<file path="src/rtl/uba_intr_arb.sv">
// uba_intr_arb: Unibus adapter interrupt arbiter and vector-read sequencer.
// Maps device BR levels onto programmed KS10 PI levels and runs the IACK handshake.
//
// Ports:
//   clk, rst              clock, synchronous active-high reset
//   devIRQ  [N]           per-device interrupt request (level)
//   devBR   [2*N]         per-device BR level (3=BR7 .. 0=BR4)
//   devVECT [VW*N]        per-device interrupt vector
//   ubaPIH, ubaPIL [3]    PI level for BR7/BR6 and BR5/BR4 (0 = disabled)
//   ackREQ, ackPI [3]     CPU vector-read request and level acknowledged
//   piREQ   [7]           PI request to CPU, bit k-1 = level k
//   ackVALID, ackVECT     vector response (vector 0 = passive release)
//   devIACK [N]           one-hot single-cycle acknowledge to the winning device
module uba_intr_arb #(
    parameter int N  = 4,
    parameter int VW = 18
) (
    input  logic            clk,
    input  logic            rst,
    input  logic [N-1:0]    devIRQ,
    input  logic [2*N-1:0]  devBR,
    input  logic [VW*N-1:0] devVECT,
    input  logic [2:0]      ubaPIH,
    input  logic [2:0]      ubaPIL,
    input  logic            ackREQ,
    input  logic [2:0]      ackPI,
    output logic [6:0]      piREQ,
    output logic            ackVALID,
    output logic [VW-1:0]   ackVECT,
    output logic [N-1:0]    devIACK
);

    typedef enum logic [1:0] {
        S_IDLE,
        S_SNAP,
        S_SEL,
        S_RESP
    } state_t;

    state_t          state_q, state_d;
    logic [N-1:0]    cand_q, cand_d;
    logic [6:0]      pi_q, pi_d;
    logic            valid_q, valid_d;
    logic [VW-1:0]   vect_q, vect_d;
    logic [N-1:0]    iack_q, iack_d;

    logic            hi_req;
    logic            lo_req;
    logic [N-1:0]    match;
    logic            win_found;
    logic [1:0]      win_br;
    logic [N-1:0]    win_oh;
    logic [VW-1:0]   win_vect;

    // BR7/BR6 form the high group (BR msb set), BR5/BR4 the low group.
    always_comb begin
        hi_req = 1'b0;
        lo_req = 1'b0;
        match  = '0;
        for (int i = 0; i < N; i++) begin
            if (devIRQ[i]) begin
                if (devBR[2*i+1]) hi_req = 1'b1;
                else              lo_req = 1'b1;
            end
            if (devBR[2*i+1])
                match[i] = devIRQ[i] && (ubaPIH != 3'd0) && (ackPI == ubaPIH);
            else
                match[i] = devIRQ[i] && (ubaPIL != 3'd0) && (ackPI == ubaPIL);
        end
        pi_d = '0;
        for (int k = 1; k <= 7; k++) begin
            if ((hi_req && ubaPIH == 3'(k)) || (lo_req && ubaPIL == 3'(k)))
                pi_d[k-1] = 1'b1;
        end
    end

    // Strict '>' keeps the lowest index among equal BR levels.
    always_comb begin
        win_found = 1'b0;
        win_br    = 2'd0;
        win_oh    = '0;
        win_vect  = '0;
        for (int i = 0; i < N; i++) begin
            if (cand_q[i] && (!win_found || devBR[2*i +: 2] > win_br)) begin
                win_found = 1'b1;
                win_br    = devBR[2*i +: 2];
                win_oh    = '0;
                win_oh[i] = 1'b1;
                win_vect  = devVECT[VW*i +: VW];
            end
        end
    end

    always_comb begin
        state_d = state_q;
        cand_d  = cand_q;
        valid_d = valid_q;
        vect_d  = vect_q;
        iack_d  = '0;
        unique case (state_q)
            S_IDLE: begin
                if (ackREQ) state_d = S_SNAP;
            end
            S_SNAP: begin
                cand_d  = match;
                state_d = S_SEL;
            end
            S_SEL: begin
                // An empty candidate set yields vector 0 and no IACK.
                valid_d = 1'b1;
                vect_d  = win_vect;
                iack_d  = win_oh;
                state_d = S_RESP;
            end
            S_RESP: begin
                if (!ackREQ) begin
                    valid_d = 1'b0;
                    vect_d  = '0;
                    state_d = S_IDLE;
                end
            end
            default: state_d = S_IDLE;
        endcase
    end

    always_ff @(posedge clk) begin
        if (rst) begin
            state_q <= S_IDLE;
            cand_q  <= '0;
            pi_q    <= '0;
            valid_q <= 1'b0;
            vect_q  <= '0;
            iack_q  <= '0;
        end else begin
            state_q <= state_d;
            cand_q  <= cand_d;
            pi_q    <= pi_d;
            valid_q <= valid_d;
            vect_q  <= vect_d;
            iack_q  <= iack_d;
        end
    end

    assign piREQ    = pi_q;
    assign ackVALID = valid_q;
    assign ackVECT  = vect_q;
    assign devIACK  = iack_q;

endmodule
</file>
<file path="config.mk">
export PLATFORM = sky130hd
export DESIGN_NAME = uba_intr_arb
export DESIGN_NICKNAME = d
export VERILOG_FILES = /design/src/rtl/uba_intr_arb.sv
export SDC_FILE = /design/constraint.sdc
export NUM_CORES = 1
export LEC_CHECK = 0
export ABC_AREA = 1
export BUFFER_PORTS_ARGS = -buffer_cell sky130_fd_sc_hd__clkbuf_2
export CAP_MARGIN = 20
export CORE_UTILIZATION = 35
export CTS_CLUSTER_SIZE = 14
export DETAILED_ROUTE_END_ITERATION = 10
export PLACE_DENSITY = 0.61
export SLEW_MARGIN = 25
export SYNTH_ARGS = -nofsm -noshare
export SYNTH_HDL_FRONTEND = slang
export SYNTH_SLANG_ARGS = --single-unit
</file>
<file path="constraint.sdc">
create_clock -name clk -period 5.52 [get_ports clk]
set_clock_uncertainty 0.05 [all_clocks]
set_input_delay 1.104 -clock clk [delete_from_list [all_inputs] [get_ports clk]]
set_output_delay 1.104 -clock clk [all_outputs]
set_load 0.02 [all_outputs]
</file>
; Yosys cells after proc, flatten, opt, wreduce, memory -nomap -nowiden
; Index checks and enable logic that the tools add are counted.
[word_totals]
latchBits = 0
mem_bits_rw = 0
ff_bits = 36
memories = 0
romBits = 0
[classes]
n_mux = 48
bitwise_logic = 1
multipliers = 0
n_reduce_logical = 56
n_lt_le_gt_ge = 3
eq_ne = 21
shift = 0
div_mod_pow = 0
addsub = 0
[op_table]
columns = op, count
row1 = 18-bit 2-to-1 mux, 5
row2 = 18-bit case mux with 2 select lines, 1
row3 = 1-bit logical AND, 33
row4 = 1-bit 2-to-1 mux, 32
row5 = "3-bit equality test, second input constant", 8
row6 = "3-bit by 2-bit equality test with 1-bit output, second input constant", 4
row7 = 4-bit 2-to-1 mux, 3
row8 = 1-bit logical OR, 10
row9 = 2-bit 2-to-1 mux, 5
row10 = 2-bit case mux with 4 select lines, 1
row11 = "3-bit by 1-bit equality test with 1-bit output, second input constant", 2
row12 = 3-bit equality test, 2
row13 = 2-bit greater-than comparator, 3
row14 = 3-bit nonzero test, 2
row15 = 5-bit OR reduction, 1
row16 = "2-bit equality test, second input constant", 2
row17 = "2-bit != test, second input constant", 2
row18 = 2-bit AND reduction, 2
row19 = 4-bit OR reduction, 1
row20 = 1-bit zero test, 3
row21 = 3-bit OR reduction, 1
row22 = "2-bit by 1-bit equality test with 1-bit output, second input constant", 1
row23 = 2-bit zero test, 1
row24 = 1-bit case mux with 2 select lines, 1
row25 = 3 further kinds, 3

; Logic depth before layout (Yosys ltp)
[logic_depth]
depth_word = 14
ltp_mapped = 35
ltp_nobuf = 31

; Worst setup path after synthesis
; Ideal clock, no wire load.
[synth_timing]
kind = input -> register
from = input devBR[1]
to = register vect_q[0], in the netlist ackVECT[0]
t_arrival_ns = 4.169
stages = 32
required_ns = 5.338
setup_slack_ns = 1.168
cell_sequence = nand2_1 -> ha_1 -> nand2_1 -> nand2_1 -> nand2_1 -> nand2_2 -> nand2_2 -> buf_6 -> nand2_1 -> o21a_1 -> inv_1 -> ha_1 -> nand2_1 -> nand2_1 -> nand2_1 -> nand2_2 -> nand2_4 -> buf_6 -> nor2_1 -> a21oi_1 -> ha_1 -> inv_1 -> o21bai_2 -> nand2_1 -> nand2_1 -> nand2_1 -> buf_6 -> buf_6 -> o21ai_1 -> inv_1 -> nand2_1 -> a21oi_1
[synth_between]
elab_chain_len = 14
word_cells_on_any_way = 20
classes_between = order compare (3) / mux (9) / reduce/logical (8)
[synth_lines]
columns = item, line_no
row1 = from (decl), 21  ; input logic [2*N-1:0] devBR,
row2 = 2-bit 2-to-1 mux (*), 84  ; if (cand_q[i] && (!win_found || devBR[2*i +: 2] > win_br)) begin
row3 = 2-bit greater-than comparator, 84
row4 = 1-bit logical OR, 84
row5 = 1-bit logical AND, 84
row6 = 2-bit 2-to-1 mux / 1-bit 2-to-1 mux (equally long branches), 84
row7 = 2-bit greater-than comparator / 1-bit zero test (equally long branches), 84
row8 = 1-bit logical OR, 84
row9 = 1-bit logical AND, 84
row10 = 2-bit 2-to-1 mux / 1-bit 2-to-1 mux (equally long branches), 84
row11 = 2-bit greater-than comparator / 1-bit zero test (equally long branches), 84
row12 = 1-bit logical OR, 84
row13 = 1-bit logical AND, 84
row14 = 18-bit 2-to-1 mux (*), 84
row15 = 18-bit case mux with 2 select lines (*), 100  ; unique case (state_q)
row16 = to (signal assigned), 139  ; vect_q <= vect_d;
row17 = to (decl), 44  ; logic [VW-1:0] vect_q, vect_d;
; Every way passes the cells marked *; elsewhere a longest branch is shown, timed or not.
; A chain may end at the register's enable or synchronous reset.

; Final worst setup path
[layout_timing]
from = input devBR[1]
to = register vect_q[1], in the netlist ackVECT[1]
; Same word-level chain as after synthesis.

==> results by group <==
Global route
  • Number of global-route vias before repair: 2,849
  • Initial antenna violation count: 0
  • First-pass GRT wire length: 13,010 µm
  • Largest net degree at the start of global routing: 40
  • GR Util All Layers: 19.52%
  • Total global routing overflow: 0

Synthesis
  • Post-Syn Area: 2781 µm²
  • Synth Net Count: 590
  • Sequential fraction of the synthesis area: 25.91%
  • Post-synth top flop: dfxtp_1
  • Syn Inst Count: 483
  • Flops & latches, synth: 36
  • Simple-Gate Fraction of Synth Area: 38.06%
  • Adder-Cell Fraction of Synth Area: 4.948%
  • Count of cell types in the netlist: 28
  • Xor/xnor cell area share of the yosys netlist: 1.260%
  • Main combinational cell family by area after synthesis: simple AND/OR/NAND/NOR gates
  • EDFF count, synth: 0
  • Multiplexer area fraction after synthesis: 0%
  • Synth async-reset ratio: 0%
  • Post-synthesis compound-gate area fraction: 11.92%
  • YS warnings: 0
  • Synth Area per Inst: 5.759 µm²

Clocking
  • Clock buffer depth: 2
  • Hold-fix buffers, CTS: 0
  • CTS tree: built
  • Post-CTS Resized: 0
  • Htree depth: 2
  • Root Driver: clkbuf_8
  • Reg clk slew, reported paths: 80 ps
  • Clk Latency, worst-skew pair: 290 ps
  • TritonCTS buffer count: 5
  • Clock sink total: 36
  • Setup repair bufs after CTS: 0

Worst hold path
  • HP Class: flip-flop to flip-flop
  • Hold_sp: ackVECT[10]
  • Hold Path Stages: 2
  • WHS Endpoint: ackVECT[10]

Critical path
  • CP Max Fanout: 39
  • Critical Path RT: 5680 ps
  • Reg2Reg Depth: 29
  • Worst Setup SP: devBR[1]
  • Worst EP arrival: 4700 ps
  • FF-to-FF setup slack: 1560 ps
  • Category of the most critical setup path: input pin to flip-flop
  • Critical Path Sink Type: flip-flop
  • R2r endpoint: ackVECT[1]
  • Slowest cell on crit path: buf_4
  • CP startpoint kind: input pin
  • Critical R2R Launch: cand_q[0]
  • Crit-path most repeated cell: nand2_1
  • Critical Path Max Stage Delay: 320 ps

Floorplanning
  • Area of the die: 8307 µm²
  • Core Region: 7687 µm²
  • Chip height: 91.15 µm
  • IO Pins: 126
  • Initial Util: 36.18%
  • Number of cell rows: 32
  • Die X-Extent: 91.15 µm

STA
  • Fmax: 0.2204 GHz
  • RSZ-0062 raised after global routing: no
  • Slew Viols, Final: 0
  • Final setup margin: 982.4 ps
  • Fin. Hold Viols: 0
  • Final setup violation count: 0
  • Final cycle utilization of the critical path: 82.20%
  • Min Hold Slack: 417.6 ps
  • Slew HR: 38.30%
  • Min cycle time layout: 4538 ps
  • Setup_tns: 0 ps
  • Slew @ Worst Pin: 925.4 ps

Placement
  • PortBufs: 125
  • Placed insts: 692
  • Post-DP HPWL: 6080 µm
  • GPL Wtd Cong: 0.8127
  • DP Worst Slack: 645.9 ps

Flow run
  • Maxcap violations: 0

Cells and area
  • Share of layout cells above drive strength 1: 24.08%
  • Area Overhead vs Synth: 26.95%
  • Post-route insts no fill: 700
  • Nets: 704
  • Layout Utilization: 45.93%
  • Diode count: 0

Pwr
  • Leak: 0.002152 µW
  • Pwr per Cell Area: 405.8 nW/µm²
  • Maximum vdd ir drop: 0.2482 mV

Status
  • Status: complete, no violations

Route
  • Final WL: 8129 µm
  • Vias per cell: 4.607
  • Drc violations: 0
  • Detail Route Antenna Nets: 0
  • DR vias: 3,225
  • TritonRoute pass-1 iters: 4
  • Detailed Route Iter0 Violations: 131
  • DR WL/cell: 11.61 µm
-- cell type report --
type | count | area (µm²)
multi-input combinational | 330 | 1563
tap | 102 | 127.6
clock buffer | 6 | 72.57
fill | 895 | 4156
clock inverter | 2 | 35.03
timing repair buffer | 129 | 655.6
sequential | 36 | 720.7
inverter | 95 | 356.6
-- how the worst max path moves through the flow --
stage          slack [ps]          end  depth (start not counted)
2_1_floorplan        1170   ackVECT[0]                         32
3_3_place_gp          790  ackVECT[16]                         31
3_5_place_dp          650   ackVECT[1]                         31
4_1_cts               950   ackVECT[9]                         30
5_1_grt               500   ackVECT[6]                         30
6_report              980   ackVECT[1]                         30
-- cells in the final DEF, fill, tap and decap left out, drive strengths merged --
cell type    n
o21a         1
buf          4
nand2      164
nor2        22
o2111ai      1
ha          11
nor3         2
dfxtp       36
a211oi       4
inv         95
bufinv       1
and2         1
o21bai       1
o21ai       24
xor2         4
nand3       64
nor4         1
clkbuf     131
a21oi       30
clkinv       1
-- cells in the mapped netlist, types with 2 or more instances --
cell type,n,area (µm²)
nand2_1,160,600.6
inv_1,94,352.8
nand3_1,64,320.3
dfxtp_1,36,720.7
a21oi_1,30,150.1
nor2_1,21,78.83
o21ai_0,19,95.09
ha_1,11,137.6
buf_2,7,35.03
buf_6,6,67.56
clkbuf_1,6,22.52
a211oi_1,4,30.03
o21ai_1,4,20.02
xor2_1,4,35.03
nand2_2,3,18.77
nor3_1,2,10.01
-- metal layers --
layer  track usage [%]  part of all wire, %  wire length (µm)
met4             3.968                 0.70                57
met3             3.099                  4.8               391
met1             25.09                   47              3845
met2             34.34                   47              3835
met5                 0                    0                 0
-- per-stage QoR --
stage               power [µW]  area, µm²
global placement          1189       3423
detailed placement        1208       3423
global route              1588       3531
CTS                       1449       3531
finish                    1433       3531
floorplan                 1031       2781
-- critical path: cells and delay by family --
| kind | cells | cell delay, ps |
|---|---|---|
| AOI/OAI and AO/OA | 5 | 490 |
| buffers and inverters | 5 | 660 |
| adders and majority gates | 3 | 870 |
| and+or+nand+nor | 17 | 1540 |
-- registers in the layout, indices dropped and copies added (netlist names) --
| signal | cells |
|---|---|
| ackVALID | 1 |
| ackVECT | 18 |
| cand_q | 4 |
| devIACK | 4 |
| piREQ | 7 |
| state_q | 2 |
-- kinds of logic (layout without fill, tap and decap cells) --
group,after synthesis,in the layout
compound gates,61,61
xor+xnor,4,4
fa+ha+maj,11,11
buf+inv,117,232
flops,36,36
simple gates,254,254
-- power breakdown --
group / leakage [µW] / switching [µW] / internal [µW]
registers: 0.000293 / 63.6 / 316
logic: 0.00180 / 526 / 291
clock network: 0.0000552 / 102 / 134
(Power assumes the default switching activity.)
